File: src/rtl/serial_subtractor_if.sv
// ============================================================================
// Module      : serial_subtractor_if
// Description : Start/busy/done handshake bundle for the bit-serial subtractor.
// Revision    : 1.0 - initial release
// ============================================================================
`default_nettype none

interface serial_subtractor_if #(
    parameter int WIDTH = 8
);
    logic             start;
    logic [WIDTH-1:0] a;
    logic [WIDTH-1:0] b;
    logic             bin;
    logic             busy;
    logic             done;
    logic [WIDTH-1:0] diff;
    logic             bout;

    // Requester side: issues operands, observes status and result
    modport master (
        output start, a, b, bin,
        input  busy, done, diff, bout
    );

    // Subtractor side
    modport slave (
        input  start, a, b, bin,
        output busy, done, diff, bout
    );
endinterface

`default_nettype wire

File: src/rtl/serial_subtractor.sv
// ============================================================================
// Module      : serial_subtractor
// Description : Bit-serial unsigned A - B - BIN, one full-subtractor bit per
//               clock, LSB first, with a held result register.
// Revision    : 1.0 - initial release
// ============================================================================
`default_nettype none

module serial_subtractor #(
    parameter int WIDTH = 8
) (
    input  wire logic          clk,
    input  wire logic          rst_n,
    serial_subtractor_if.slave sif
);

    localparam int            c_CW   = (WIDTH > 2) ? $clog2(WIDTH) : 1;
    localparam logic [c_CW-1:0] c_LAST = c_CW'(WIDTH - 1);

    typedef enum logic [1:0] {
        S_IDLE  = 2'd0,
        S_SHIFT = 2'd1,
        S_DONE  = 2'd2
    } state_t;

    state_t            r_state;
    logic [WIDTH-1:0]  r_sr_a;
    logic [WIDTH-1:0]  r_sr_b;
    logic [WIDTH-1:0]  r_sr_d;
    logic              r_borrow;
    logic [c_CW-1:0]   r_cnt;
    logic              r_busy;
    logic              r_done;
    logic [WIDTH-1:0]  r_diff;
    logic              r_bout;

    logic              w_x;
    logic              w_y;
    logic              w_d;
    logic              w_borrow_next;
    logic              w_last;
    logic [WIDTH-1:0]  w_result;

    // Single full-subtractor cell operating on the current LSBs
    assign w_x           = r_sr_a[0];
    assign w_y           = r_sr_b[0];
    assign w_d           = w_x ^ w_y ^ r_borrow;
    assign w_borrow_next = (~w_x & w_y) | (~(w_x ^ w_y) & r_borrow);
    assign w_last        = (r_cnt == c_LAST);

    // Result bits enter at the MSB so the LSB lands at bit 0 after WIDTH shifts
    assign w_result      = {w_d, r_sr_d[WIDTH-1:1]};

    always_ff @(posedge clk) begin
        if (!rst_n) begin
            r_state  <= S_IDLE;
            r_sr_a   <= '0;
            r_sr_b   <= '0;
            r_sr_d   <= '0;
            r_borrow <= 1'b0;
            r_cnt    <= '0;
            r_busy   <= 1'b0;
            r_done   <= 1'b0;
            r_diff   <= '0;
            r_bout   <= 1'b0;
        end else begin
            case (r_state)
                S_IDLE: begin
                    r_done <= 1'b0;
                    if (sif.start) begin
                        r_sr_a   <= sif.a;
                        r_sr_b   <= sif.b;
                        r_sr_d   <= '0;
                        r_borrow <= sif.bin;
                        r_cnt    <= '0;
                        r_busy   <= 1'b1;
                        r_state  <= S_SHIFT;
                    end
                end

                S_SHIFT: begin
                    r_sr_d   <= w_result;
                    r_sr_a   <= r_sr_a >> 1;
                    r_sr_b   <= r_sr_b >> 1;
                    r_borrow <= w_borrow_next;
                    r_cnt    <= r_cnt + c_CW'(1);
                    if (w_last) begin
                        // Only the completed word is ever published
                        r_diff  <= w_result;
                        r_bout  <= w_borrow_next;
                        r_done  <= 1'b1;
                        r_state <= S_DONE;
                    end
                end

                S_DONE: begin
                    r_done  <= 1'b0;
                    r_busy  <= 1'b0;
                    r_state <= S_IDLE;
                end

                default: begin
                    r_done  <= 1'b0;
                    r_busy  <= 1'b0;
                    r_state <= S_IDLE;
                end
            endcase
        end
    end

    assign sif.busy = r_busy;
    assign sif.done = r_done;
    assign sif.diff = r_diff;
    assign sif.bout = r_bout;

endmodule

`default_nettype wire

File: src/flat_wrapper.sv
// flat-port wrapper written by rule: the top's interface ports become plain ports
module serial_subtractor_flat 
#(
    parameter int WIDTH = 8
)
  (clk, rst_n, sif_start, sif_a, sif_b, sif_bin, sif_busy, sif_done, sif_diff, sif_bout);
  serial_subtractor_if #(.WIDTH(WIDTH)) sif_i ();
  input  wire logic clk;
  input  wire logic rst_n;
  input wire logic [$bits(sif_i.start)-1:0] sif_start;
  input wire logic [$bits(sif_i.a)-1:0] sif_a;
  input wire logic [$bits(sif_i.b)-1:0] sif_b;
  input wire logic [$bits(sif_i.bin)-1:0] sif_bin;
  output wire logic [$bits(sif_i.busy)-1:0] sif_busy;
  output wire logic [$bits(sif_i.done)-1:0] sif_done;
  output wire logic [$bits(sif_i.diff)-1:0] sif_diff;
  output wire logic [$bits(sif_i.bout)-1:0] sif_bout;
  assign sif_i.start = sif_start;
  assign sif_i.a = sif_a;
  assign sif_i.b = sif_b;
  assign sif_i.bin = sif_bin;
  assign sif_busy = sif_i.busy;
  assign sif_done = sif_i.done;
  assign sif_diff = sif_i.diff;
  assign sif_bout = sif_i.bout;
  serial_subtractor #(.WIDTH(WIDTH)) u_core (.clk(clk), .rst_n(rst_n), .sif(sif_i));
endmodule
File: config.mk
export PLATFORM = sky130hd
export DESIGN_NAME = serial_subtractor_flat
export DESIGN_NICKNAME = d
export VERILOG_FILES = /design/src/rtl/serial_subtractor_if.sv /design/src/rtl/serial_subtractor.sv /design/src/flat_wrapper.sv
export SDC_FILE = /design/constraint.sdc
export NUM_CORES = 1
export LEC_CHECK = 0
export ABC_AREA = 1
export CAP_MARGIN = 20
export CORE_MARGIN = 2
export CORE_UTILIZATION = 55
export CTS_BUF_LIST = sky130_fd_sc_hd__clkbuf_4 sky130_fd_sc_hd__clkbuf_8
export DETAILED_ROUTE_END_ITERATION = 12
export GPL_TIMING_DRIVEN = 0
export HOLD_SLACK_MARGIN = 0.08
export PLACE_DENSITY = 0.83
export REMOVE_ABC_BUFFERS = 1
export SLEW_MARGIN = 5
export SYNTH_ARGS = -nofsm -noshare
export SYNTH_HDL_FRONTEND = slang
export SYNTH_SLANG_ARGS = --single-unit
export TNS_END_PERCENT = 10
File: constraint.sdc
create_clock -name clk -period 2.81 [get_ports clk]
set_input_delay 0.562 -clock clk [delete_from_list [all_inputs] [get_ports clk]]
set_output_delay 0.562 -clock clk [all_outputs]
set_load 0.03 [all_outputs]
==> run metrics, run 1 <==
crit path launch type input port; Yosys top cell by area dfxtp_1; chip height 59.4 µm; IO Port Bufs 30; WL/cell 9.86 µm; die area 0.00353 mm²; Crit. Startpoint rst_n; Routed Antenna Nets 0; Post-Synthesis Cells 246; Leak 0.946 nW; ANT cells 0; fin nets slightly below 300; clock skew 0.0132 ns; CTS Hold Bufs 0; register area share after synthesis 47.4%; Highest Signal Layer met4; count of final setup violators 0; worst-margin pin slew 1.03 ns; fmax about 440 MHz; Synth Register Bits 40; power per cell area 538 mW/mm²; cts bufs inserted 5; Post-Synth Simple-Gate Area a little under a third; Max Cap Violations 0; share of the synthesized area in the top cell type 47.4%; CTS resizes 0; vias in the first global route 1,168; clk_lat worst skew 0.35 ns; Synth Area in Adders approximately 2.7%; Post-DP Area 0.00198 mm²; share of layout cells above drive strength 1 around 5.1%; Hold Slack between 0.4 and 0.5 ns; FILL cells 281; fin. max-slew vios 0; Rows 20; final core occ 69.3%; compound-cell area share of the yosys netlist 11.0%; DR vias 1,484; Max Root-Sink Buffers 2; worst reg2reg path startpoint u_core.r_state[1]$_SDFFE_PN0P_; syn_area_per_cell 6.86 µm²; endpoints failing hold 0; Max H-tree Level 2; Die Span X 59.4 µm; number of flops mapped to enable cells by yosys 0; area of the core 0.00298 mm²; Post CTS Setup Buffer Count 0; clk sinks 40; drt first-iter violations 102; fin crit share about four fifths; CP endpoint kind register; Synth Area in XOR/XNOR 0%; Worst Path Arrival 2.54 ns; Crit path required time 3.08 ns; critical path capture point u_core.sif.done$_SDFFE_PN0N_; Rel. slew slack 31.3%; ys flop type dfxtp_1; Routed Wire Length 3030 µm; initial antenna violation count 0; Synth area leaders dfxtp_1 (47%), nor2_1 (15%), nand2_1 (12%), inv_1 (4.4%), o21ai_0 (4.2%); first-pass GRT wire length 5060 µm; placer congestion estimate approximately 0.72; metal3 WL around 150 µm; Area Overhead vs Synth 22.3%; VDD IR max 332 µV; Initial Utilization between 50% and 60%; total global-route track usage 19.2%; top-count cell post-synth nor2_1; CTS tree built; hpwl dp 2000 µm; R2R depth 5; mux share of post-synthesis cell area 0%; YS warnings 0; Yosys cell types 17; CTS clk-pin slew, worst paths ~0.10 ns; Mapped Area 0.00169 mm²; synth cell count leaders nor2_1 (69), nand2_1 (54), dfxtp_1 (40), inv_1 (20); drt pass-1 iters 4; WL met2 1360 µm; RSZ-0062 raised after global routing no; status complete, no violations; Setup TNS 0 ns; crit path max fanout 33; Met1 Routed Length 1460 µm; critical path type in2reg; DRC 0; largest family of logic cells by synthesized area simple AND/OR/NAND/NOR gates; Congestion Overflow GR 0; worst min path class reg2reg; Final Power 1.11 mW; post-route cell area 0.00206 mm²; # IOs 31; ys async rst share 0%; drt via density 4.83; largest net degree at the start of global routing 34; end of the worst register-to-register path u_core.r_sr_a[5]$_SDFFE_PN0P_; Root Buffer clkbuf_4; R2R Setup Slk between 1 and 1.5 ns; Tmin final roughly 2.3 ns
## layer usage
layer,global-route usage (%),vias up
li1,-,815
met1,25.0,632
met2,29.0,32
met3,7.21,5
met4,6.82,0
met5,0,-
## sequential cells by signal (all words and copies together), names as in the netlist
name / cells
u_core.r_cnt: 3
u_core.r_sr_d: 7
u_core.sif.diff: 8
u_core.r_sr_a: 8
u_core.sif.bout: 1
u_core.sif.done: 1
u_core.r_state: 2
u_core.r_borrow: 1
u_core.r_sr_b: 8
u_core.sif.busy: 1
## power breakdown
| group | switching (mW) | leakage (nW) | internal [mW] |
|---|---|---|---|
| registers | 0.0132 | 0.327 | 0.593 |
| clock network | 0.187 | 0.0412 | 0.185 |
| logic | 0.0731 | 0.578 | 0.0601 |
## placed cells by master (no fill, tap or decap)
master	synthesis	final
nor2_1	69	68
nand2_1	54	54
dfxtp_1	40	40
clkdlybuf4s50_1	0	30
inv_1	20	20
o21ai_1	14	14
o21ai_0	14	14
a21oi_1	9	9
nand3_1	6	6
clkbuf_4	0	5
inv_2	3	3
ha_1	2	2
nor2_2	0	1
clkinv_1	1	1
nor2_4	1	1
nor3_1	1	1
fa_1	1	1
clkinvlp_4	0	1
clkinv_2	0	1
bufinv_16	0	1
buf_6	0	1
## worst min path at each step
stage	depth (start not counted)	start	slack, ns	to
finish	2	u_core.r_cnt[1]$_SDFFE_PN0P_	0.47	u_core.r_cnt[1]$_SDFFE_PN0P_
global route	2	u_core.r_sr_d[1]$_SDFFE_PN0P_	0.50	u_core.r_sr_d[1]$_SDFFE_PN0P_
CTS	1	u_core.r_cnt[0]$_SDFFE_PN0P_	0.48	u_core.r_cnt[0]$_SDFFE_PN0P_
detailed placement	1	u_core.r_cnt[0]$_SDFFE_PN0P_	0.46	u_core.r_cnt[0]$_SDFFE_PN0P_
global placement	2	u_core.r_sr_d[1]$_SDFFE_PN0P_	0.45	u_core.r_sr_d[1]$_SDFFE_PN0P_
floorplan	1	u_core.r_cnt[0]$_SDFFE_PN0P_	0.43	u_core.r_cnt[0]$_SDFFE_PN0P_
## final cells by class
type / count / area, µm² / area share (%)
clock inverter: 3 / 42.5 / 2.06
tap: 33 / 41.3 / 2.00
sequential: 40 / 801 / 38.8
clock buffer: 5 / 37.5 / 1.82
timing repair buffer: 31 / 312 / 15.1
inverter: 24 / 90.1 / 4.36
multi-input combinational: 171 / 741 / 35.9
## metrics by stage
stage | setup slack [ns] | instances
2_1_floorplan | 0.867 | 235
3_3_place_gp | 0.188 | 298
3_5_place_dp | 0.156 | 299
4_1_cts | 0.525 | 307
5_1_grt | 0.367 | 307
6_report | 0.543 | 307
## cells by family after synthesis
kind of cell,Yosys count
flip-flops,40
adder cells (fa/ha/maj),3
AND/OR/NAND/NOR,131
AO/OA/AOI/OAI,37
buffers and inverters,35
## worst max-delay path, stage by stage
cell and delay (ns):
clkdlybuf4s50_1 1.15, clkinv_1 0.55, nor3_1 0.27
(Power assumes the default switching activity.)
==> run 2: changes to the inputs <==
- CORE_UTILIZATION: 55 -> 48
- PLACE_DENSITY: 0.83 -> 0.77
- clock period: 2.81 -> 1.89 ns (I/O delays scaled with it)
==> run 2 against run 1 <==
Net effect:
- clock skew decreased by 0.0034 ns
- clock power increased by 23%
- critical path depth decreased by 2
- non-clock buffer count unchanged
- critical path type is now reg2out
- largest cell class unchanged
==> run metrics, run 2 (synthesis gave the netlist of run 1 again) <==
critical path type reg2out (was in2reg); # IOs 31 (unchanged); placer congestion estimate 0.758 (was 0.719); Max H-tree Level 2 (unchanged); largest net degree at the start of global routing 34 (unchanged); Routed Wire Length 3060 µm (was 3030 µm); CP max stage delay 0.67 ns (was 1.15 ns); clk sinks 40 (unchanged); ANT cells 0 (unchanged); VDD IR max 381 µV (was 332 µV); post-route cell area 0.00207 mm² (was 0.00206 mm²); clk_lat worst skew 0.35 ns (about the same); Routed Antenna Nets 0 (unchanged); fin nets 296 (unchanged); drt via density 4.63 (was 4.83); drt first-iter violations 61 (was 102); Area Overhead vs Synth 22.5% (was 22.3%); drt pass-1 iters 4 (unchanged); Congestion Overflow GR 0 (unchanged); cts bufs inserted 5 (unchanged); RSZ-0062 raised after global routing no (unchanged); chip height 63.3 µm (was 59.4 µm); Slowest-stage cell, CP clkdlybuf4s50_1 (unchanged); status complete, no violations (unchanged); WL/cell 9.56 µm (was 9.86 µm); Post-DP Area 0.00200 mm² (was 0.00198 mm²); Root Buffer clkbuf_4 (unchanged); Largest delay share family, worst path buffers and inverters (unchanged); Rel. slew slack 46.0% (was 31.3%); total global-route track usage 18.4% (was 19.2%); FILL cells 339 (was 281); CTS Hold Bufs 0 (unchanged); CP endpoint kind primary output (was register); Tmin final 1.78 ns; end of the worst register-to-register path u_core.r_sr_b[3]$_SDFFE_PN0P_ (was u_core.r_sr_a[5]$_SDFFE_PN0P_); clock skew 0.00983 ns (was 0.0132 ns); final core occ 61.5% (was 69.3%); Crit path required time 1.51 ns (was 3.08 ns); Leak 0.937 nW (was 0.946 nW); most frequent cells in the layout nor2_1 (68), nand2_1 (53), dfxtp_1 (40) (was nor2_1 (68), nand2_1 (54), dfxtp_1 (40)); Die Span X 63.3 µm (was 59.4 µm); initial antenna violation count 0 (unchanged); buffer and inverter count on the worst path 1 (was 2); CTS tree built (unchanged); worst min path class reg2reg (unchanged); first-pass GRT wire length 5690 µm (was 5060 µm); area of the multi-input gates 743 µm² (was 741 µm²); Storage cell area 801 µm² (unchanged); Placement Setup Slack -0.583 ns (was 0.156 ns); Levels on crit path 1 (was 3); die area 0.00401 mm² (was 0.00353 mm²); grt peak-use layer met2 (unchanged); crit path launch type register (was input port); hpwl dp 2050 µm (was 2000 µm); Rows 21 (was 20); area of the core 0.00336 mm² (was 0.00298 mm²); CTS clk-pin slew, worst paths 0.12 ns (was 0.10 ns); Worst Path Arrival 1.40 ns (was 2.54 ns); share of layout cells above drive strength 1 5.84% (was 5.11%); Crit. Startpoint u_core.sif.bout$_SDFFE_PN0P_ (was rst_n); routing usage on met1 21.3% (was 25.0%); Initial Utilization 50.2% (was 56.7%); Max Root-Sink Buffers 2 (unchanged); Final Power 1.56 mW (was 1.11 mW); endpoints failing hold 0 (unchanged); R2R depth 7 (was 5); R2R Setup Slk 0.24 ns (was 1.05 ns); vias in the first global route 1,353 (was 1,168); GRT met3 Usage 6.61% (was 7.21%); worst reg2reg path startpoint u_core.r_state[0]$_SDFFE_PN0P_ (was u_core.r_state[1]$_SDFFE_PN0P_); fmax 563 MHz; crit-path cells clkdlybuf4s50_1 (was clkdlybuf4s50_1, clkinv_1, nor3_1); commonest non-fill, non-tap cell in the layout nor2_1 (unchanged); worst-margin pin slew 0.809 ns (was 1.03 ns); crit path max fanout 2 (was 33); DRC 0 (unchanged); worst setup margin 0.114 ns (was 0.543 ns); power per cell area 754 mW/mm² (was 538 mW/mm²); critical path capture point sif_bout (was u_core.sif.done$_SDFFE_PN0N_); Post CTS Setup Buffer Count 0 (unchanged); IO Port Bufs 30 (unchanged); fin. max-slew vios 0 (unchanged); DR vias 1,481 (was 1,484); fin crit share 94.0%; Max Cap Violations 0 (unchanged); count of final setup violators 0 (unchanged); GR Util met2 30.2% (was 29.0%)
-- run 2: area by class of cell --
class / count / area share [%]
well taps: 46 / 2.78
inverters: 24 / 4.36
flip-flops and latches: 40 / 38.7
clock buffers: 6 / 2.48
multi-input cells: 171 / 35.9
clock inverters: 2 / 0.726
repair buffers: 31 / 15.0
-- run 2: stage by stage --
step,instances,TNS [ns],hold WS [ns]
6_report,320,0,0.477
5_1_grt,320,0,0.502
4_1_cts,320,0,0.479
3_5_place_dp,312,-8.38,0.461
3_3_place_gp,311,-16.82,0.452
2_1_floorplan,235,-0.811,0.435
-- run 2: what timing repair did --
| item | in CTS | in global routing |
|---|---|---|
| endpoints found under the setup margin | 10 | 24 |
| resized for setup | 1 | 3 |
| pin swaps | 0 | 0 |
-- run 2: metal layers --
| layer | vias up | wire (µm) |
|---|---|---|
| li1 | 811 | - |
| met1 | 641 | 1470 |
| met2 | 24 | 1410 |
| met3 | 5 | 119 |
| met4 | 0 | 64 |
| met5 | - | 0 |
-- run 2: worst min-delay path by stage --
stage | cells past startpoint | start | end
after CTS | 2 | u_core.r_cnt[1]$_SDFFE_PN0P_ | u_core.r_cnt[1]$_SDFFE_PN0P_
after floorplan | 1 | u_core.r_cnt[0]$_SDFFE_PN0P_ | u_core.r_cnt[0]$_SDFFE_PN0P_
after detailed placement | 2 | u_core.r_sr_d[1]$_SDFFE_PN0P_ | u_core.r_sr_d[1]$_SDFFE_PN0P_
after global routing | 2 | u_core.r_sr_d[1]$_SDFFE_PN0P_ | u_core.r_sr_d[1]$_SDFFE_PN0P_
final | 2 | u_core.r_cnt[1]$_SDFFE_PN0P_ | u_core.r_cnt[1]$_SDFFE_PN0P_
after global placement | 2 | u_core.r_cnt[2]$_SDFFE_PN0P_ | u_core.r_cnt[2]$_SDFFE_PN0P_
-- run 2: report_power, final --
group / switching, mW / total [mW] / internal (mW)
logic: 0.109 / 0.197 / 0.0887
clock network: 0.280 / 0.460 / 0.181
registers: 0.0200 / 0.901 / 0.881
